<file path="config.mk">
export PLATFORM = sky130hd
export DESIGN_NAME = adder_rr_arbiter
export DESIGN_NICKNAME = d
export VERILOG_FILES = /design/src/rtl/adder_rr_arbiter.sv
export SDC_FILE = /design/constraint.sdc
export NUM_CORES = 1
export LEC_CHECK = 0
export ABC_AREA = 1
export CAP_MARGIN = 20
export CORE_AREA = 2 2 81 83
export DETAILED_ROUTE_END_ITERATION = 16
export DIE_AREA = 0 0 83 85
export PLACE_DENSITY = 0.89
export RECOVER_POWER = 50
export SLEW_MARGIN = 20
export SYNTH_ARGS = -nofsm -noshare
export SYNTH_HDL_FRONTEND = slang
export SYNTH_SLANG_ARGS = --single-unit
export TNS_END_PERCENT = 50
</file>
<file path="constraint.sdc">
create_clock -name clk -period 4.86 [get_ports clk]
set_clock_uncertainty 0.15 [all_clocks]
set_input_delay 0.486 -clock clk [delete_from_list [all_inputs] [get_ports clk]]
set_output_delay 0.486 -clock clk [all_outputs]
set_load 0.02 [all_outputs]
</file>
<file path="src/rtl/adder_rr_arbiter.sv">
`default_nettype none
// ============================================================================
//  Module   : adder_rr_arbiter
//  Purpose  : Round-robin sharing of one start/valid adder among N requesters,
//             with a watchdog that turns a missing adder valid into an error.
//  Revision : 1.0 - initial release
// ============================================================================
module adder_rr_arbiter #(
    parameter int W       = 10,
    parameter int N       = 4,
    parameter int TIMEOUT = 4
) (
    input  logic                 clk,
    input  logic                 rst,
    input  logic [N-1:0]         req,
    input  logic [N*W-1:0]       req_a,
    input  logic [N*W-1:0]       req_b,
    output logic [N-1:0]         gnt,
    output logic                 add_start,
    output logic [W-1:0]         add_a,
    output logic [W-1:0]         add_b,
    input  logic [W-1:0]         add_y,
    input  logic                 add_valid,
    output logic                 rsp_valid,
    output logic [$clog2(N)-1:0] rsp_id,
    output logic [W-1:0]         rsp_y,
    output logic                 rsp_err,
    output logic                 busy,
    output logic                 spurious_err
);

    localparam int ID_W  = $clog2(N);
    localparam int CNT_W = $clog2(TIMEOUT + 1);

    localparam logic [1:0] c_IDLE  = 2'd0;
    localparam logic [1:0] c_ISSUE = 2'd1;
    localparam logic [1:0] c_WAIT  = 2'd2;
    localparam logic [1:0] c_RESP  = 2'd3;

    localparam logic [ID_W-1:0]  c_LAST_MAX  = ID_W'(N - 1);
    localparam logic [ID_W-1:0]  c_ID_ONE    = ID_W'(1);
    localparam logic [ID_W:0]    c_N_EXT     = (ID_W + 1)'(N);
    localparam logic [N-1:0]     c_GNT_ONE   = N'(1);
    localparam logic [CNT_W-1:0] c_CNT_ONE   = CNT_W'(1);
    localparam logic [CNT_W-1:0] c_CNT_LIMIT = CNT_W'(TIMEOUT);

    logic [1:0]       r_state;
    logic [1:0]       w_state_next;

    logic [ID_W-1:0]  r_last;
    logic [ID_W-1:0]  r_id;
    logic [CNT_W-1:0] r_cnt;
    logic [W-1:0]     r_add_a;
    logic [W-1:0]     r_add_b;
    logic [W-1:0]     r_rsp_y;
    logic             r_rsp_err;
    logic             r_spur;

    logic             w_any_req;
    logic [ID_W-1:0]  w_start;
    logic [N-1:0]     w_req_rot;
    logic [ID_W-1:0]  w_ofs;
    logic [ID_W:0]    w_sum;
    logic [ID_W-1:0]  w_winner;
    logic [W-1:0]     w_sel_a;
    logic [W-1:0]     w_sel_b;
    logic             w_timeout;

    logic [N-1:0]     w_gnt;
    logic             w_add_start;
    logic             w_rsp_valid;
    logic             w_busy;

    // ------------------------------------------------------------------
    // Round-robin winner: rotate req so bit 0 is the slot after the last
    // grant, take the lowest set bit, then rotate the offset back.
    // ------------------------------------------------------------------
    assign w_any_req = |req;
    assign w_start   = (r_last == c_LAST_MAX) ? '0 : (r_last + c_ID_ONE);
    assign w_req_rot = N'({req, req} >> w_start);

    always_comb begin
        w_ofs = '0;
        for (int i = N - 1; i >= 0; i--) begin
            if (w_req_rot[i]) begin
                w_ofs = ID_W'(i);
            end
        end
    end

    assign w_sum    = {1'b0, w_start} + {1'b0, w_ofs};
    assign w_winner = (w_sum >= c_N_EXT) ? ID_W'(w_sum - c_N_EXT) : w_sum[ID_W-1:0];

    always_comb begin
        w_sel_a = '0;
        w_sel_b = '0;
        for (int i = 0; i < N; i++) begin
            if (w_winner == ID_W'(i)) begin
                w_sel_a = req_a[i*W +: W];
                w_sel_b = req_b[i*W +: W];
            end
        end
    end

    assign w_timeout = (r_cnt == c_CNT_LIMIT);

    // ------------------------------------------------------------------
    // FSM: state register
    // ------------------------------------------------------------------
    always_ff @(posedge clk) begin
        if (rst) begin
            r_state <= c_IDLE;
        end else begin
            r_state <= w_state_next;
        end
    end

    // ------------------------------------------------------------------
    // FSM: next state
    // ------------------------------------------------------------------
    always_comb begin
        w_state_next = r_state;
        case (r_state)
            c_IDLE: begin
                if (w_any_req) begin
                    w_state_next = c_ISSUE;
                end
            end
            c_ISSUE: begin
                w_state_next = c_WAIT;
            end
            c_WAIT: begin
                if (add_valid || w_timeout) begin
                    w_state_next = c_RESP;
                end
            end
            c_RESP: begin
                w_state_next = c_IDLE;
            end
            default: begin
                w_state_next = c_IDLE;
            end
        endcase
    end

    // ------------------------------------------------------------------
    // FSM: outputs. Pulses are masked while rst is high so an in-flight
    // operation never leaks a grant, start or response during reset.
    // ------------------------------------------------------------------
    always_comb begin
        w_gnt       = '0;
        w_add_start = 1'b0;
        w_rsp_valid = 1'b0;
        w_busy      = (r_state != c_IDLE);
        case (r_state)
            c_IDLE: begin
                if (w_any_req && !rst) begin
                    w_gnt = c_GNT_ONE << w_winner;
                end
            end
            c_ISSUE: begin
                w_add_start = !rst;
            end
            c_RESP: begin
                w_rsp_valid = !rst;
            end
            default: begin
                w_gnt = '0;
            end
        endcase
    end

    // ------------------------------------------------------------------
    // Datapath registers
    // ------------------------------------------------------------------
    always_ff @(posedge clk) begin
        if (rst) begin
            r_last    <= c_LAST_MAX;
            r_id      <= '0;
            r_cnt     <= '0;
            r_add_a   <= '0;
            r_add_b   <= '0;
            r_rsp_y   <= '0;
            r_rsp_err <= 1'b0;
            r_spur    <= 1'b0;
        end else begin
            case (r_state)
                c_IDLE: begin
                    if (w_any_req) begin
                        r_add_a <= w_sel_a;
                        r_add_b <= w_sel_b;
                        r_id    <= w_winner;
                        r_last  <= w_winner;
                    end
                end
                c_ISSUE: begin
                    r_cnt <= '0;
                end
                c_WAIT: begin
                    if (add_valid) begin
                        r_rsp_y   <= add_y;
                        r_rsp_err <= 1'b0;
                    end else if (w_timeout) begin
                        r_rsp_y   <= '0;
                        r_rsp_err <= 1'b1;
                    end else begin
                        r_cnt <= r_cnt + c_CNT_ONE;
                    end
                end
                default: begin
                    r_cnt <= r_cnt;
                end
            endcase
            // A valid that arrives when nothing is outstanding is flagged, never used
            if (add_valid && (r_state != c_WAIT)) begin
                r_spur <= 1'b1;
            end
        end
    end

    assign gnt          = w_gnt;
    assign add_start    = w_add_start;
    assign add_a        = r_add_a;
    assign add_b        = r_add_b;
    assign rsp_valid    = w_rsp_valid;
    assign rsp_id       = r_id;
    assign rsp_y        = r_rsp_y;
    assign rsp_err      = r_rsp_err;
    assign busy         = w_busy;
    assign spurious_err = r_spur;

`ifndef SYNTHESIS
    a_gnt_onehot: assert property (@(posedge clk) disable iff (rst) $onehot0(gnt));
    a_pulses_exclusive: assert property (@(posedge clk) disable iff (rst)
        !(((|gnt) && add_start) || ((|gnt) && rsp_valid) || (add_start && rsp_valid)));
    a_rsp_single: assert property (@(posedge clk) disable iff (rst) rsp_valid |=> !rsp_valid);
`endif

endmodule
`default_nettype wire

</file>
==> results of run 1 <==
-- critical path: stages (launching register included) --
cell and delay (ns):
sky130_fd_sc_hd__dfxtp_1 0.47, sky130_fd_sc_hd__ha_1 0.36, sky130_fd_sc_hd__inv_2 0.11, sky130_fd_sc_hd__nand3_1 0.08, sky130_fd_sc_hd__nand2_1 0.11, sky130_fd_sc_hd__nand3_1 0.09, sky130_fd_sc_hd__a21boi_0 0.19, sky130_fd_sc_hd__ha_1 0.19
sky130_fd_sc_hd__xnor2_1 0.22, sky130_fd_sc_hd__inv_1 0.13, sky130_fd_sc_hd__nand2_4 0.19, sky130_fd_sc_hd__nand2_8 0.17, sky130_fd_sc_hd__inv_4 0.20, sky130_fd_sc_hd__nand2_4 0.12, sky130_fd_sc_hd__nor2_1 0.12, sky130_fd_sc_hd__clkdlybuf4s50_1 0.61
-- cells by family (layout without fill, tap and decap cells) --
logic type               Yosys count  count (layout)
flip-flops                        41              41
AND/OR/NAND/NOR                  191             191
AO/OA/AOI/OAI                     75              75
adder cells (fa/ha/maj)            8               8
XOR/XNOR                           1               1
buffers and inverters             60             187
-- metrics by stage --
step | std cells | worst slack [ns] | power, mW | utilization [%] | hold WS, ns
2_1_floorplan | 376 | 1.75 | 2.27 | - | 0.295
3_3_place_gp | 572 | 0.770 | 2.69 | 63.8 | 0.298
3_5_place_dp | 572 | 0.669 | 2.78 | 63.8 | 0.307
4_1_cts | 580 | 0.575 | 3.12 | 66.0 | 0.318
5_1_grt | 580 | 0.252 | 3.36 | 66.0 | 0.329
6_report | 580 | 0.560 | 3.09 | 66.0 | 0.314
-- final cells by class --
| class | instances | area (um^2) |
|---|---|---|
| fillers | 531 | 2110 |
| multi-input cells | 275 | 1500 |
| repair buffers | 140 | 1390 |
| flip-flops and latches | 41 | 821 |
| inverters | 39 | 149 |
| well taps | 77 | 96.3 |
| clock buffers | 5 | 68.8 |
| clock inverters | 3 | 68.8 |
-- report_power, final --
part | internal [mW] | leakage (nW) | switching [mW]
clock network | 0.207 | 0.0687 | 0.127
logic | 0.812 | 1.38 | 1.46
registers | 0.432 | 0.337 | 0.0526
-- how the worst min path moves through the flow --
stage | startpoint | endpoint | cells after the start
after floorplan | r_last[1]$_SDFFE_PP1P_ | r_last[1]$_SDFFE_PP1P_ | 2
after global placement | spurious_err$_SDFFE_PP0P_ | spurious_err$_SDFFE_PP0P_ | 2
after detailed placement | rsp_err$_SDFFE_PP0P_ | rsp_err$_SDFFE_PP0P_ | 2
after CTS | rsp_id[0]$_SDFFE_PP0P_ | rsp_id[0]$_SDFFE_PP0P_ | 2
after global routing | rsp_id[0]$_SDFFE_PP0P_ | rsp_id[0]$_SDFFE_PP0P_ | 2
final | rsp_id[0]$_SDFFE_PP0P_ | rsp_id[0]$_SDFFE_PP0P_ | 2
-- routing by layer --
| metal | part of all wire, % | vias up | global-route usage (%) | wire [um] |
|---|---|---|---|---|
| li1 | - | 1501 | - | - |
| met5 | 0 | - | 0 | 0 |
| met3 | 7.2 | 28 | 6.91 | 598 |
| met2 | 51 | 127 | 42.7 | 4290 |
| met4 | 3.2 | 0 | 9.24 | 271 |
| met1 | 38 | 1410 | 24.1 | 3180 |
-- flip-flops by register name (all words and copies together), names as in the netlist --
| name | cells |
|---|---|
| add_a | 10 |
| add_b | 10 |
| r_cnt | 3 |
| r_last | 2 |
| r_state | 2 |
| rsp_err | 1 |
| rsp_id | 2 |
| rsp_y | 10 |
| spurious_err | 1 |
-- Yosys cell counts, types with 2 or more instances --
master | count | area, um^2
sky130_fd_sc_hd__a21oi_1 | 34 | 170
sky130_fd_sc_hd__or2_2 | 5 | 31.3
sky130_fd_sc_hd__a21oi_2 | 6 | 52.6
sky130_fd_sc_hd__buf_2 | 2 | 10.0
sky130_fd_sc_hd__dfxtp_1 | 41 | 821
sky130_fd_sc_hd__o211ai_2 | 6 | 75.1
sky130_fd_sc_hd__ha_1 | 8 | 100
sky130_fd_sc_hd__o21ai_1 | 4 | 20.0
sky130_fd_sc_hd__nand2_4 | 3 | 33.8
sky130_fd_sc_hd__buf_1 | 2 | 7.51
sky130_fd_sc_hd__inv_1 | 35 | 131
sky130_fd_sc_hd__nor2_4 | 2 | 22.5
sky130_fd_sc_hd__nand2_1 | 91 | 342
sky130_fd_sc_hd__clkbuf_1 | 13 | 48.8
sky130_fd_sc_hd__or2_1 | 2 | 12.5
sky130_fd_sc_hd__o21ai_0 | 20 | 100
sky130_fd_sc_hd__nor2_1 | 13 | 48.8
sky130_fd_sc_hd__buf_4 | 2 | 15.0
sky130_fd_sc_hd__nand2_2 | 8 | 50.1
sky130_fd_sc_hd__inv_2 | 3 | 11.3
sky130_fd_sc_hd__nand4_1 | 16 | 100
sky130_fd_sc_hd__nor4_1 | 2 | 12.5
sky130_fd_sc_hd__nand3_1 | 41 | 205
sky130_fd_sc_hd__nor3_1 | 3 | 15.0
==> impl_metrics.csv, run 1 <==
group,metric,value,unit
clocking,cts_post_setup_buffers_inserted,0,
critical_path,worst-setup-path-type,"reg2out",
clocking,clk_lat_worst_skew,0.29,ns
floorplan,die_x,83,um
run,drv.max_cap_violation_count,0,
critical_path,endpoint_kind,"output port",
floorplan,ioPinCount,138,
synth,synth.ff_latch_count,41,
detailed_routing,vias_per_cell,5.29,
detailed_routing,violation_count_after_the_first_detailed_route_iteration,149,
detailed_routing,final_routed_wirelength_across_all_metal_layers,8340,um
sta,setup_viol,0,
global_route,first_pass_grt_wire_length,13400,um
sta,tightestPinTransition,1.33,ns
floorplan,effective_utilization_at_floorplan,41.5,%
critical_path,cp-start-kind,"flip-flop",
synth,ys.warnings.count,0,
critical_path,timing.rr.start,"r_last[0]$_SDFFE_PP1P_",
placement,finalWeightedCongestion,0.817,
finish,area_delta_synth_final,59.0,%
synth,area_fraction_in_compound_gates_after_synthesis,17.7,%
clocking,ctsLongestPathBuffers,2,
sta,slew_headroom,11.0,%
placement,placement.io_buffers,137,
synth,synth_top_family_by_area,"simple AND/OR/NAND/NOR gates",
finish,stdcell_area,0.00409,mm^2
sta,grt_setup_unrepaired,"no",
clocking,root_buffer,"sky130_fd_sc_hd__clkbuf_8",
critical_path,crit_fanout,26,
detailed_routing,detail_route.drc_violations,0,
synth,synthSimpleGateAreaFrac,36.2,%
critical_path,ff2ff_path_depth,16,
sta,timing.final.hold_violations,0,
synth,synth_flop_cell,"sky130_fd_sc_hd__dfxtp_1",
synth,synth_cell_types,38,
synth,syn-mean-instance-area,6.84,um^2
placement,place_area,0.00396,mm^2
detailed_routing,drt_first_pass_iters,5,
floorplan,placement_rows,29,
synth,post_synth_instance_area,0.00257,mm^2
sta,post-route-period-util,88.5,%
global_route,grt_max_degree,38,
sta,fmaxAchievable,233,MHz
finish,fraction_of_layout_cells_with_a_size_suffix_above_1,9.54,%
synth,post_synth_xor_area_fraction,0.340,%
synth,post_synth_mux_area_share,0,%
global_route,grt-ovfl-total,0,
global_route,number_of_global_route_vias_before_repair,2920,
sta,setup_tns,0,ns
run_status,status,"completed",
clocking,worst_setup_hold_path_clk_slew,0.08,ns
floorplan,core_area,0.00620,mm^2
critical_path,worst-endpoint-arrival,3.66,ns
clocking,postCtsResizedCells,0,
clocking,tritoncts,"yes",
power,p_leak,1.79,nW
synth,proportion_of_register_bits_with_asynchronous_set_or_reset_after_synthesis,0,%
power,p_per_area,756,mW/mm^2
critical_path,crit_path_launch,"r_last[0]$_SDFFE_PP1P_",
sta,final_period_minus_worst_setup_slack,4.30,ns
global_route,grt_use_total,22.9,%
global_route,grt_antenna_before_repair,0,
detailed_routing,routed_wire_length_per_instance,14.4,um
clocking,clock-sinks,41,
hold_path,holdCritPathClass,"reg2reg",
clocking,cts-htree-levels,2,
synth,share_of_synthesized_cell_area_in_full_adder_half_adder_and_majority_cells,3.89,%
sta,drv_slew,0,
critical_path,ff2ff_setup_slack,1.65,ns
synth,synth.net_count,481,
placement,place.detailed.hpwl,6410,um
synth,count_of_flip_flops_with_a_built_in_enable_after_synthesis,0,
critical_path,r2r_end,"add_a[8]$_SDFFE_PP0P_",
clocking,cts.hold.buffers_added,0,
synth,postSynthCellCount,376,
critical_path,required,4.22,ns
finish,layout.cells.most_common_list,"108 x sky130_fd_sc_hd__clkdlybuf4s50_1, 91 x sky130_fd_sc_hd__nand2_1, 41 x sky130_fd_sc_hd__nand3_1, 41 x sky130_fd_sc_hd__dfxtp_1, 35 x sky130_fd_sc_hd__inv_1",
detailed_routing,routed-via-count,3066,
floorplan,die_height,85,um
critical_path,critPathCapture,"gnt[0]",
detailed_routing,antenna_left,0,
finish,num_antenna_cells,0,
finish,final_net_count,607,
synth,synth_seq_area_share,31.9,%
power,power.ir.vdd_worst,0.000753,V
finish,final_common_cell,"sky130_fd_sc_hd__clkdlybuf4s50_1",
floorplan,die-area,0.00706,mm^2
clocking,cts-buffers-inserted,5,
Note: power is estimated with default switching activity, not from simulation.
==> run 2: changes to the inputs <==
CTS_BUF_LIST = sky130_fd_sc_hd__clkbuf_16   (was unset)
GPL_TIMING_DRIVEN = 0   (was unset)
SKIP_LAST_GASP = 1   (was unset)
==> run 2 against run 1 <==
Register-to-register slack lost 0.07 ns. Global-route usage rose by 1.7 points. Clock power increased by 15%. Largest power group unchanged. Highest routed layer unchanged.
==> impl_metrics.csv, run 2 (synthesis results as in run 1) <==
group,metric,value,unit
finish,final.fill_count,544,
detailed_routing,antenna_left,0,
clocking,clock-sinks,41,
finish,final_common_cell,"sky130_fd_sc_hd__clkdlybuf4s50_1",
finish,finalNonFillerCells,598,
run,drv.max_cap_violation_count,0,
run_status,status,"completed",
detailed_routing,drt_first_pass_iters,4,
detailed_routing,routed-via-count,3148,
sta,grt_setup_unrepaired,"no",
sta,setup_viol,0,
power,fin_total_pwr,3.34,mW
floorplan,die-area,0.00706,mm^2
clocking,cts_post_setup_buffers_inserted,0,
critical_path,worst-endpoint-arrival,3.64,ns
hold_path,holdCritStartpoint,"add_b[8]$_SDFFE_PP0P_",
clocking,root_buffer,"sky130_fd_sc_hd__clkbuf_16",
detailed_routing,routed_wire_length_per_instance,14.5,um
clocking,cts.hold.buffers_added,0,
placement,placement.io_buffers,137,
power,power.ir.vdd_worst,0.000621,V
critical_path,critical_path.top_delay_family,"buffers and inverters",
floorplan,core_area,0.00620,mm^2
clocking,cts-htree-levels,2,
critical_path,cp-start-kind,"flip-flop",
detailed_routing,detail_route.drc_violations,0,
sta,fmaxAchievable,234,MHz
sta,final_worst_hold_slack,0.312,ns
placement,finalWeightedCongestion,0.829,
power,p_leak,1.85,nW
sta,tightestPinTransition,0.655,ns
floorplan,placement_rows,29,
critical_path,worst-setup-path-type,"reg2out",
hold_path,holdCritPathClass,"reg2reg",
global_route,first_pass_grt_wire_length,14400,um
sta,drv_slew,0,
sta,setup_tns,0,ns
clocking,postCtsResizedCells,0,
clocking,tritoncts,"yes",
critical_path,r2r_end,"add_b[3]$_SDFFE_PP0P_",
critical_path,required,4.22,ns
power,p_per_area,793,mW/mm^2
finish,final_net_count,625,
clocking,ctsLongestPathBuffers,2,
sta,timing.final.hold_violations,0,
critical_path,ff2ff_setup_slack,1.58,ns
clocking,cts-buffers-inserted,5,
critical_path,cp_slowest_stage_delay,0.63,ns
floorplan,die_height,85,um
clocking,clk_lat_worst_skew,0.28,ns
sta,final_period_minus_worst_setup_slack,4.28,ns
critical_path,timing.rr.start,"r_last[0]$_SDFFE_PP1P_",
floorplan,effective_utilization_at_floorplan,41.5,%
critical_path,endpoint_kind,"output port",
hold_path,timing.hold.worst_endpoint,"add_b[8]$_SDFFE_PP0P_",
global_route,grt-ovfl-total,0,
global_route,grt_antenna_before_repair,0,
finish,layout.cells.most_common_list,"103 x sky130_fd_sc_hd__clkdlybuf4s50_1, 91 x sky130_fd_sc_hd__nand2_1, 41 x sky130_fd_sc_hd__nand3_1, 41 x sky130_fd_sc_hd__dfxtp_1, 35 x sky130_fd_sc_hd__inv_1",
detailed_routing,violation_count_after_the_first_detailed_route_iteration,103,
placement,place.detailed.hpwl,6690,um
finish,area_delta_synth_final,63.7,%
finish,num_antenna_cells,0,
floorplan,ioPinCount,138,
global_route,number_of_global_route_vias_before_repair,3119,
detailed_routing,final_routed_wirelength_across_all_metal_layers,8690,um
critical_path,critical_path.slowest_cell,"sky130_fd_sc_hd__clkdlybuf4s50_1",
placement,place_area,0.00404,mm^2
placement,dp_cells,590,
finish,stdcell_area,0.00421,mm^2
detailed_routing,vias_per_cell,5.26,
global_route,grt_max_degree,15,
sta,post-route-period-util,88.0,%
hold_path,whs_path_depth,2,
critical_path,timing.critical_path.buf_inv,5,
floorplan,die_x,83,um
global_route,grt_use_total,24.6,%
sta,slew_headroom,56.2,%
clocking,worst_setup_hold_path_clk_slew,0.06,ns
finish,fraction_of_layout_cells_with_a_size_suffix_above_1,9.79,%
critical_path,worstPathCellList,"ha_1, inv_2, nand3_1, nand2_1, nand3_1, a21boi_0, ha_1, xnor2_1, inv_1, nand2_4, nand2_8, inv_4, buf_8, nand2_4, nor2_1, clkdlybuf4s50_1",
critical_path,crit_fanout,10,
critical_path,cp_num_cells,16,
critical_path,ff2ff_path_depth,12,
==> run 2: worst max path at each step <==
stage	start	endpoint	slack (ns)
3_3_place_gp	req[0]	gnt[2]	0.90
5_1_grt	r_last[0]$_SDFFE_PP1P_	gnt[0]	0.34
2_1_floorplan	r_last[0]$_SDFFE_PP1P_	gnt[1]	1.75
6_report	r_last[0]$_SDFFE_PP1P_	gnt[0]	0.58
4_1_cts	r_last[0]$_SDFFE_PP1P_	gnt[0]	0.57
3_5_place_dp	req[2]	gnt[0]	0.78
==> run 2: final cells by class <==
type	count	area [um^2]	share of cell area (%)
Multi-Input combinational cell	275	1500	35.5
Inverter	39	149	3.53
Buffer	21	108	2.55
Sequential cell	41	821	19.5
Tap cell	77	96.3	2.29
Clock buffer	5	125	2.97
Clock inverter	3	46.3	1.10
Timing Repair Buffer	137	1370	32.6
==> run 2: tightest hold or removal path: cells and delay by family, from the launching register on <==
family,cells,cell delay [ns]
AO/OA/AOI/OAI,1,0.06
flip-flops,1,0.30
AND/OR/NAND/NOR,1,0.06
==> run 2: power by group <==
group | internal (mW) | switching, mW
registers | 0.432 | 0.0514
logic | 0.910 | 1.56
clock network | 0.243 | 0.140
==> run 2: stage by stage <==
step                worst slack (ns)  utilization (%)
finish                         0.583             67.9
global route                   0.340             67.9
CTS                            0.573             67.9
detailed placement             0.776             65.1
global placement               0.900             65.1
floorplan                       1.75                -
==> run 2: layer usage <==
layer	wire length (um)	GRT usage (%)	vias to the layer above	share of wire, %
li1	-	-	1540	-
met1	3320	27.0	1442	38
met2	4450	44.8	136	51
met3	653	7.00	30	7.5
met4	265	9.99	0	3.0
met5	0	0	-	0
